**config.mk**
```make
export PLATFORM = sky130hd
export DESIGN_NAME = rmii_tx_mac
export DESIGN_NICKNAME = d
export VERILOG_FILES = /design/src/rtl/eth_pkg.sv /design/src/rtl/crc32_byte.sv /design/src/rtl/rmii_tx_mac.sv
export SDC_FILE = /design/constraint.sdc
export NUM_CORES = 1
export LEC_CHECK = 0
export ABC_CLOCK_PERIOD_IN_PS = 3050
export CORE_UTILIZATION = 35
export CTS_CLUSTER_SIZE = 8
export DETAILED_ROUTE_END_ITERATION = 8
export PLACE_DENSITY = 0.54
export SLEW_MARGIN = 15
export SYNTH_ARGS = -nofsm -noshare
export SYNTH_HDL_FRONTEND = slang
export SYNTH_HIERARCHICAL = 1
export SYNTH_SLANG_ARGS = --single-unit
export TNS_END_PERCENT = 100
```
**constraint.sdc**
```tcl
create_clock -name clk_50mhz -period 3.05 [get_ports clk_50mhz]
set_clock_uncertainty 0.1 [all_clocks]
set_input_delay 0.61 -clock clk_50mhz [delete_from_list [all_inputs] [get_ports clk_50mhz]]
set_output_delay 0.61 -clock clk_50mhz [all_outputs]
set_load 0.005 [all_outputs]
```
**src/rtl/eth_pkg.sv**
```systemverilog
// Shared state encoding and Ethernet framing constants for the RMII transmit MAC.
package eth_pkg;

    typedef enum logic [2:0] {
        IDLE,
        PREAMBLE,
        DATA,
        PAD,
        FCS,
        IFG
    } tx_state_t;

    localparam logic [7:0]  PREAMBLE_BYTE = 8'h55;
    localparam logic [7:0]  SFD_BYTE      = 8'hD5;

    localparam logic [31:0] CRC_POLY      = 32'hEDB88320;
    localparam logic [31:0] CRC_INIT      = 32'hFFFFFFFF;
    localparam logic [31:0] CRC_RESIDUE   = 32'hDEBB20E3;

endpackage

```
**src/rtl/crc32_byte.sv**
```systemverilog
// Combinational one-byte step of the reflected IEEE 802.3 CRC-32.
module crc32_byte
    import eth_pkg::*;
(
    input  logic [31:0] crc,
    input  logic [7:0]  data,
    output logic [31:0] next_crc
);

    function automatic logic [31:0] crc_step(input logic [31:0] c_in, input logic [7:0] d);
        logic [31:0] c;
        c = c_in ^ {24'h0, d};
        for (int i = 0; i < 8; i++)
            c = c[0] ? ((c >> 1) ^ CRC_POLY) : (c >> 1);
        return c;
    endfunction

    assign next_crc = crc_step(crc, data);

endmodule

```
**src/rtl/rmii_tx_mac.sv**
```systemverilog
// Ethernet TX framer: preamble/SFD, pull-handshake payload, zero padding, CRC-32 FCS and IFG onto RMII.
module rmii_tx_mac
    import eth_pkg::*;
#(
    parameter int MIN_FRAME = 60,
    parameter int MAX_FRAME = 1514,
    parameter int IFG_BYTES = 12
) (
    input  logic       clk_50mhz,
    input  logic       rst,
    input  logic [7:0] tx_data,
    input  logic       tx_sof,
    input  logic       tx_eof,
    output logic       tx_ack,
    output logic [1:0] rmii_txd,
    output logic       rmii_txen,
    output logic       busy,
    output logic       frame_done,
    output logic       frame_err
);

    localparam int CNT_W  = $clog2(MAX_FRAME + 1);
    localparam int SLOT_W = $clog2(IFG_BYTES * 4);

    localparam logic [CNT_W-1:0]  MIN_CNT  = CNT_W'(MIN_FRAME);
    localparam logic [CNT_W-1:0]  MAX_CNT  = CNT_W'(MAX_FRAME);
    // The single IDLE cycle before a back-to-back preamble completes the gap.
    localparam logic [SLOT_W-1:0] IFG_LAST = SLOT_W'(IFG_BYTES * 4 - 2);

    tx_state_t         state;
    logic [1:0]        phase;
    logic [CNT_W-1:0]  byte_cnt;
    logic [SLOT_W-1:0] slot_cnt;
    logic [5:0]        shift;
    logic [31:0]       crc;
    logic [31:0]       crc_next;
    logic [7:0]        load_byte;

    always_comb begin
        // NOTE: default assignment first so every path drives load_byte and no latch is inferred.
        load_byte = 8'h00;
        case (state)
            PREAMBLE: load_byte = (slot_cnt == SLOT_W'(7)) ? SFD_BYTE : PREAMBLE_BYTE;
            DATA:     load_byte = tx_data;
            FCS:      load_byte = ~crc[7:0];
            default:  load_byte = 8'h00;
        endcase
    end

    // PAD loads 0x00, so the wire byte is also the CRC input in both CRC'd states.
    crc32_byte u_crc (
        .crc      (crc),
        .data     (load_byte),
        .next_crc (crc_next)
    );

    assign busy = (state != IDLE);

    always_ff @(posedge clk_50mhz or posedge rst) begin
        if (rst) begin
            state      <= IDLE;
            phase      <= 2'd0;
            byte_cnt   <= '0;
            slot_cnt   <= '0;
            shift      <= 6'd0;
            crc        <= CRC_INIT;
            tx_ack     <= 1'b0;
            rmii_txd   <= 2'b00;
            rmii_txen  <= 1'b0;
            frame_done <= 1'b0;
            frame_err  <= 1'b0;
        end else begin
            // NOTE: non-blocking assignments so every register samples pre-edge values.
            tx_ack     <= 1'b0;
            frame_done <= 1'b0;
            frame_err  <= 1'b0;
            rmii_txen  <= 1'b0;
            rmii_txd   <= 2'b00;

            if (state inside {PREAMBLE, DATA, PAD, FCS}) begin
                rmii_txen <= 1'b1;
                phase     <= phase + 2'd1;
                if (phase == 2'd0) begin
                    rmii_txd <= load_byte[1:0];
                    shift    <= load_byte[7:2];
                end else begin
                    rmii_txd <= shift[1:0];
                    shift    <= {2'b00, shift[5:2]};
                end
            end

            case (state)
                IDLE: begin
                    if (tx_sof) begin
                        state    <= PREAMBLE;
                        phase    <= 2'd0;
                        slot_cnt <= '0;
                        byte_cnt <= '0;
                        crc      <= CRC_INIT;
                    end
                end
                PREAMBLE: begin
                    if (phase == 2'd3) begin
                        slot_cnt <= slot_cnt + SLOT_W'(1);
                        if (slot_cnt == SLOT_W'(7)) begin
                            state    <= DATA;
                            slot_cnt <= '0;
                        end
                    end
                end
                DATA: begin
                    if (phase == 2'd0) begin
                        tx_ack   <= 1'b1;
                        byte_cnt <= byte_cnt + CNT_W'(1);
                        crc      <= crc_next;
                    end
                    if (phase == 2'd3) begin
                        if (tx_eof) begin
                            state <= (byte_cnt < MIN_CNT) ? PAD : FCS;
                        end else if (byte_cnt == MAX_CNT) begin
                            frame_err <= 1'b1;
                            state     <= FCS;
                        end
                    end
                end
                PAD: begin
                    if (phase == 2'd0) begin
                        byte_cnt <= byte_cnt + CNT_W'(1);
                        crc      <= crc_next;
                    end
                    if (phase == 2'd3 && byte_cnt >= MIN_CNT)
                        state <= FCS;
                end
                FCS: begin
                    // Shifting in ones leaves the register at CRC_INIT after the fourth byte.
                    if (phase == 2'd0)
                        crc <= {8'hFF, crc[31:8]};
                    if (phase == 2'd3) begin
                        slot_cnt <= slot_cnt + SLOT_W'(1);
                        if (slot_cnt == SLOT_W'(3)) begin
                            frame_done <= 1'b1;
                            state      <= IFG;
                            slot_cnt   <= '0;
                        end
                    end
                end
                IFG: begin
                    if (slot_cnt == IFG_LAST) begin
                        state    <= IDLE;
                        slot_cnt <= '0;
                    end else begin
                        slot_cnt <= slot_cnt + SLOT_W'(1);
                    end
                end
                default: state <= IDLE;
            endcase
        end
    end

endmodule

```
==> Yosys cells after proc, flatten, opt, wreduce, memory -nomap -nowiden <==
Index checks and enable logic that the tools add are counted.
{ "word_totals": {"regBits": 66, "latchBits": 0, "ram_bits": 0, "mem_bits_ro": 0, "out_inout_bits": 7, "word_cells": 112, "memories": 0} }
{ "classes": {"addsub": 3, "n_mul": 0, "div": 0, "order_cmp": 2, "eq_ne": 21, "shifts": 0, "n_mux": 52, "n_bitwise": 10, "n_reduce_logical": 13} }
{ "ops": {"columns": ["cell", "count"], "rows": [
  ["$mux 32", 11],
  ["$not 13->14", 8],
  ["$pmux 32 s3", 1],
  ["$mux 6", 7],
  ["$mux 3", 11],
  ["$xor 32x8->32", 1],
  ["$pmux 6 s4", 1],
  ["$pmux 8 s3", 1],
  ["$mux 11", 2],
  ["$pmux 11 s2", 1],
  ["$pmux 3 s6", 1],
  ["$ne 2x1->1 const B", 7],
  ["$add 11x1->11 const B", 1],
  ["$eq 11x11->1 const B", 1],
  ["$ge 11x6->1 const B", 1],
  ["$lt 11x6->1 const B", 1],
  ["$mux 1", 10],
  ["$mux 2", 5],
  ["$reduce_and 9->1", 1],
  ["$mux 8", 1],
  ["$not 8->8", 1],
  ["$reduce_and 4->1", 2],
  ["$reduce_bool 4->1", 2],
  ["$add 6x1->6 const B", 1],
  ["other kinds (17)", 22]
]} }

==> Depth between registers and ports, before layout <==
{ "logic_depth": {"ltp_word": 22, "depth_mapped": 12} }

==> By module <==
The synthesis kept the hierarchy.
{ "modules_own_cells": {"columns": ["module", "n_inst", "cells_per_inst", "area_each_um2", "seq_area_each_um2"], "rows": [
  ["rmii_tx_mac", 1, 375, 3523.4, 1691.6],
  ["crc32_byte", 1, 70, 835.8, 0.0]
]} }

==> Worst setup path before layout <==
OpenSTA, ideal clock, no wires.
{ "synth_path": {"path_kind": "register -> register", "from": "register state[1]", "to": "register crc[19]", "setup_time_ns": 0.077, "arrival_ns": 2.921, "setup_slack_ns": -0.048, "path_stages_with_launch": 12, "path_buffers": 2, "path_cell_list": "dfrtp_1 -> nor2b_1 -> buf_2 -> clkbuf_1 -> a21oi_1 -> o21ai_0 -> xnor2_4 -> xor3_2 -> xnor2_1 -> xnor2_1 -> a22oi_1 -> a31oi_1"} }
{ "synth_between": {"elab_chain_cells": 18, "word_cells_on_any_way": 30} }
{ "synth_rtl": {"columns": ["item", "line", "source"], "rows": [
  ["start, declared", "rmii_tx_mac.sv:30", "tx_state_t state;"],
  ["start signal, assigned", "rmii_tx_mac.sv:119", "state <= (byte_cnt < MIN_CNT) ? PAD : FCS;"],
  ["$eq 3x3->1, or another cell as far along", "rmii_tx_mac.sv:42", "case (state)"],
  ["$pmux 8 s3 *", "rmii_tx_mac.sv:42", null],
  ["named net load_byte[0]", "rmii_tx_mac.sv:37", "logic [7:0] load_byte;"],
  ["$xor 32x8->32 *", "crc32_byte.sv:12", "c = c_in ^ {24'h0, d};"],
  ["$mux 32 * (2 in series)", "crc32_byte.sv:14", "c = c[0] ? ((c >> 1) ^ CRC_POLY) : (c >> 1);"],
  ["$not 13->14 (no source line)", null, null],
  ["$mux 32 *", "crc32_byte.sv:14", null],
  ["$not 13->14 (no source line)", null, null],
  ["[... 3 more ...]", null, null],
  ["$mux 32 *", "crc32_byte.sv:14", null],
  ["$not 13->14 (no source line)", null, null],
  ["$mux 32 *", "crc32_byte.sv:14", null],
  ["$not 13->14 (no source line)", null, null],
  ["$mux 32 *", "crc32_byte.sv:14", null],
  ["named net crc_next[19]", "rmii_tx_mac.sv:36", "logic [31:0] crc_next;"],
  ["$mux 32 *", "rmii_tx_mac.sv:112, rmii_tx_mac.sv:127", null],
  ["$pmux 32 s3 *", "rmii_tx_mac.sv:92", "case (state)"],
  ["end signal, assigned", "rmii_tx_mac.sv:115", "crc <= crc_next;"],
  ["end signal, assigned", "rmii_tx_mac.sv:129", "crc <= crc_next;"],
  ["end signal, assigned", "rmii_tx_mac.sv:137", "crc <= {8'hFF, crc[31:8]};"],
  ["end, declared", "rmii_tx_mac.sv:35", "logic [31:0] crc;"]
]} }
The timed path passes the listed nets; every way through them passes the cells marked *. The select of a mux whose other input is x is not followed.
A chain may end at the register's enable or synchronous reset.

==> Worst setup path in the final report <==
{ "layout_path": {"from": "register state[2]", "to": "register crc[22]"} }
{ "layout_between": {"elab_chain_cells": 17, "word_cells_on_any_way": 28} }
{ "layout_rtl": {"columns": ["item", "line"], "rows": [
  ["$eq 3x3->1, or another cell as far along", "rmii_tx_mac.sv:42"],
  ["$pmux 8 s3 *", "rmii_tx_mac.sv:42"],
  ["named net load_byte[0]", "rmii_tx_mac.sv:37"],
  ["$xor 32x8->32 *", "crc32_byte.sv:12"],
  ["$mux 32 * (2 in series)", "crc32_byte.sv:14"],
  ["$not 13->14 (no source line)", null],
  ["$mux 32 *", "crc32_byte.sv:14"],
  ["$not 13->14 (no source line)", null],
  ["$mux 32 * (2 in series)", "crc32_byte.sv:14"],
  ["$not 13->14 (no source line)", null],
  ["$mux 32 *", "crc32_byte.sv:14"],
  ["$not 13->14 (no source line)", null],
  ["$mux 32 * (2 in series)", "crc32_byte.sv:14"],
  ["named net crc_next[22]", "rmii_tx_mac.sv:36"],
  ["$mux 32 *", "rmii_tx_mac.sv:112, rmii_tx_mac.sv:127"],
  ["$pmux 32 s3 *", "rmii_tx_mac.sv:92"]
]} }
Marked as above.

==> flow_summary.json <==
{
  "synth-async-reset-ratio_pct": 100.0,
  "final_common_cell": "nor2_1",
  "max_cap_violations": 0,
  "crit_type": "reg -> reg",
  "setup_violations": 0,
  "outcome": "complete, no violations",
  "hp-class": "reg -> reg",
  "dr.pass1.iters": 5,
  "grt_pass1_vias": 3170,
  "overflow": 0,
  "synth_nets": 464,
  "cpPeakStageDelay_ns": 0.41,
  "yosys_warnings": 6,
  "fin_crit_sh_pct": 92.54,
  "num_vias": 3239,
  "synth.cell_area_um2": 4359,
  "avgSynthCellArea_um2": 9.796,
  "final_antenna_net_count": 0,
  "setup_tns_ns": 0,
  "start_kind": "flop",
  "cp_num_cells": 12,
  "root_buffer": "clkbuf_16",
  "drive_gt1_share_pct": 26.38,
  "antenna_found_initial": 0,
  "clock_sinks": 66,
  "timing.fmax_mhz": 354.3,
  "critPathMaxFanout": 10,
  "whs_path_depth": 2,
  "final_core_util_pct": 44.19,
  "path_delay_family": "XOR/XNOR gates",
  "cpMaxStageDelayCell": "dfrtp_1",
  "hold_viol": 0,
  "synth_top_cell_by_area": "dfrtp_1",
  "synthToLayoutAreaGrowth_pct": 22.27,
  "rsz0062_at_grt": "no",
  "place_hpwl_um": 6722,
  "ys_ff_latch": 66,
  "die_y_um": 113.6,
  "wl_um": 9979,
  "synth.distinct_cells": 58,
  "num_io_pins": 19,
  "dr.first_iter.drc_count": 238,
  "cts_tree": "done",
  "cts_buffers": 9,
  "cts.path.max_buffers": 2,
  "path_clk_slew_ns": 0.06,
  "synth_area_leaders": "dfrtp_1 (20%), dfstp_2 (19%), xnor2_1 (8.8%)",
  "seq_area_frac_synth_pct": 38.81,
  "r2r_cells": 12,
  "io_buffers": 18,
  "layout_common_cells": "nor2_1 (64), xnor2_1 (42), buf_4 (37)",
  "grt_pass1_wl_um": 16870,
  "fp.coreArea_um2": 12060,
  "grt_max_degree": 65,
  "worstMarginPinSlew_ns": 0.5302,
  "crit_path_end_kind": "flop",
  "vias_per_cell": 4.930,
  "fin_nets": 503,
  "fillers": 1146,
  "die_w_um": 113.6,
  "syn_inst": 445,
  "final_max_slew_viol_count": 0,
  "clkLatencyLatePin_ns": 0.33,
  "start_util_pct": 36.14,
  "n_antenna_cell": 0,
  "track_usage_pct": 16.82,
  "hold_buffers": 0,
  "period_needed_ns": 2.823,
  "cp.arrival_ns": 2.97,
  "drc": 0,
  "worstPathCellList": "buf_4 -> nand2b_2 -> nor2_1 -> a21oi_1 -> o21ai_2 -> xnor2_4 -> buf_4 -> xnor2_2 -> xnor2_2 -> xnor3_1 -> a22oi_1 -> a31oi_1",
  "synthFlopType": "dfrtp_1",
  "rows": 40,
  "gp_congestion": 0.7718,
  "yosysTopAreaCellShare_pct": 19.52,
  "synth_edf_count": 0,
  "dieArea_um2": 12910,
  "worstPathRequired_ns": 3.20,
  "htreeDepth": 3,
  "slew_headroom_pct": 64.65,
  "wl_per_cell_um": 15.19,
  "critical_path_buf_inv_count": 2
}
-- cells by family after synthesis --
| logic type | after synthesis | share of synthesized area (%) |
|---|---|---|
| multiplexers | 8 | 2.095 |
| buffers and inverters | 40 | 3.674 |
| adder cells (fa/ha/maj) | 7 | 2.009 |
| XOR/XNOR | 80 | 21.18 |
| flip-flops | 66 | 38.81 |
| AO/OA/AOI/OAI | 113 | 18.14 |
| AND/OR/NAND/NOR | 131 | 14.09 |
-- worst reg2reg max path: cells and delay by family, from the launching register on --
kind | cells | cell delay (ns)
flops | 1 | 0.41
compound gates | 4 | 0.63
simple gates | 2 | 0.24
xor+xnor | 4 | 0.99
buf+inv | 2 | 0.36
-- cell type report --
cell class / count / area (µm²) / area share [%]
multi-input combinational: 339 / 2546 / 47.77
sequential: 66 / 1692 / 31.74
timing repair buffer: 57 / 498.0 / 9.343
tap: 168 / 210.2 / 3.944
clock buffer: 9 / 225.2 / 4.225
inverter: 11 / 41.29 / 0.7746
clock inverter: 7 / 117.6 / 2.207
-- path summary, 6_finish.rpt --
path / startpoint / end / slack (ns)
setup / recovery: state[2]$_DFFE_PP0P_ / crc[22]$_DFFE_PP1P_ / 0.23
max in group asynchronous: rst / crc[26]$_DFFE_PP1P_ / 1.67
min in group asynchronous: rst / byte_cnt[1]$_DFFE_PP0P_ / 0.51
hold / removal: shift[3]$_DFFE_PP0N_ / shift[3]$_DFFE_PP0N_ / 0.38
hold reg to reg: shift[3]$_DFFE_PP0N_ / shift[3]$_DFFE_PP0N_ / 0.38
setup reg to reg: state[2]$_DFFE_PP0P_ / crc[22]$_DFFE_PP1P_ / 0.23
-- metrics by stage --
stage	cell area (µm²)	std cells	worst slack, ns	hold slack (ns)
final	5330	657	0.2274	0.3799
after global routing	5330	657	0.006045	0.4134
after floorplan	4359	445	0.09792	0.3492
after global placement	4952	641	-0.08519	0.3632
after detailed placement	4952	641	-0.1235	0.3730
after CTS	5295	657	0.003220	0.3834
-- layer usage --
metal	vias up	GRT usage [%]	part of all wire [%]
li1	1634	-	-
met1	1549	24.13	51
met2	47	25.33	45
met3	9	2.976	3.1
met4	0	6.053	1.3
met5	-	0	0
-- timing repair --
action | CTS | global route
resized for setup | 1 | 7
buffers inserted | 0 | 0
pin swaps | 0 | 1
endpoints found under the setup margin | 2 | 17
-- cells in the mapped netlist, drive strengths merged, types with 2 or more instances --
cell	number
xnor3	4
nand2b	2
xnor2	55
mux2i	5
ha	7
nor3	8
a21oi	21
clkbuf	16
buf	13
and3	4
nor2	65
a22o	3
o211ai	5
inv	11
a211oi	2
or2	2
a31o	2
a31oi	24
and2	2
dfstp	32
a21o	3
or3b	2
a2bb2oi	3
nand3	11
nor2b	3
dfrtp	34
nand4	3
or3	3
xor2	20
nand2	19
mux2	3
o21ai	20
a22oi	24
-- flip-flops by register name (all words and copies together), names as in the netlist, 2 cells and up --
signal    count
byte_cnt     11
state         3
shift         6
slot_cnt      6
rmii_txd      2
phase         2
crc          32
Power is not shown: default switching activity piles up to over one toggle a cycle in this logic, so the estimate is an artifact.
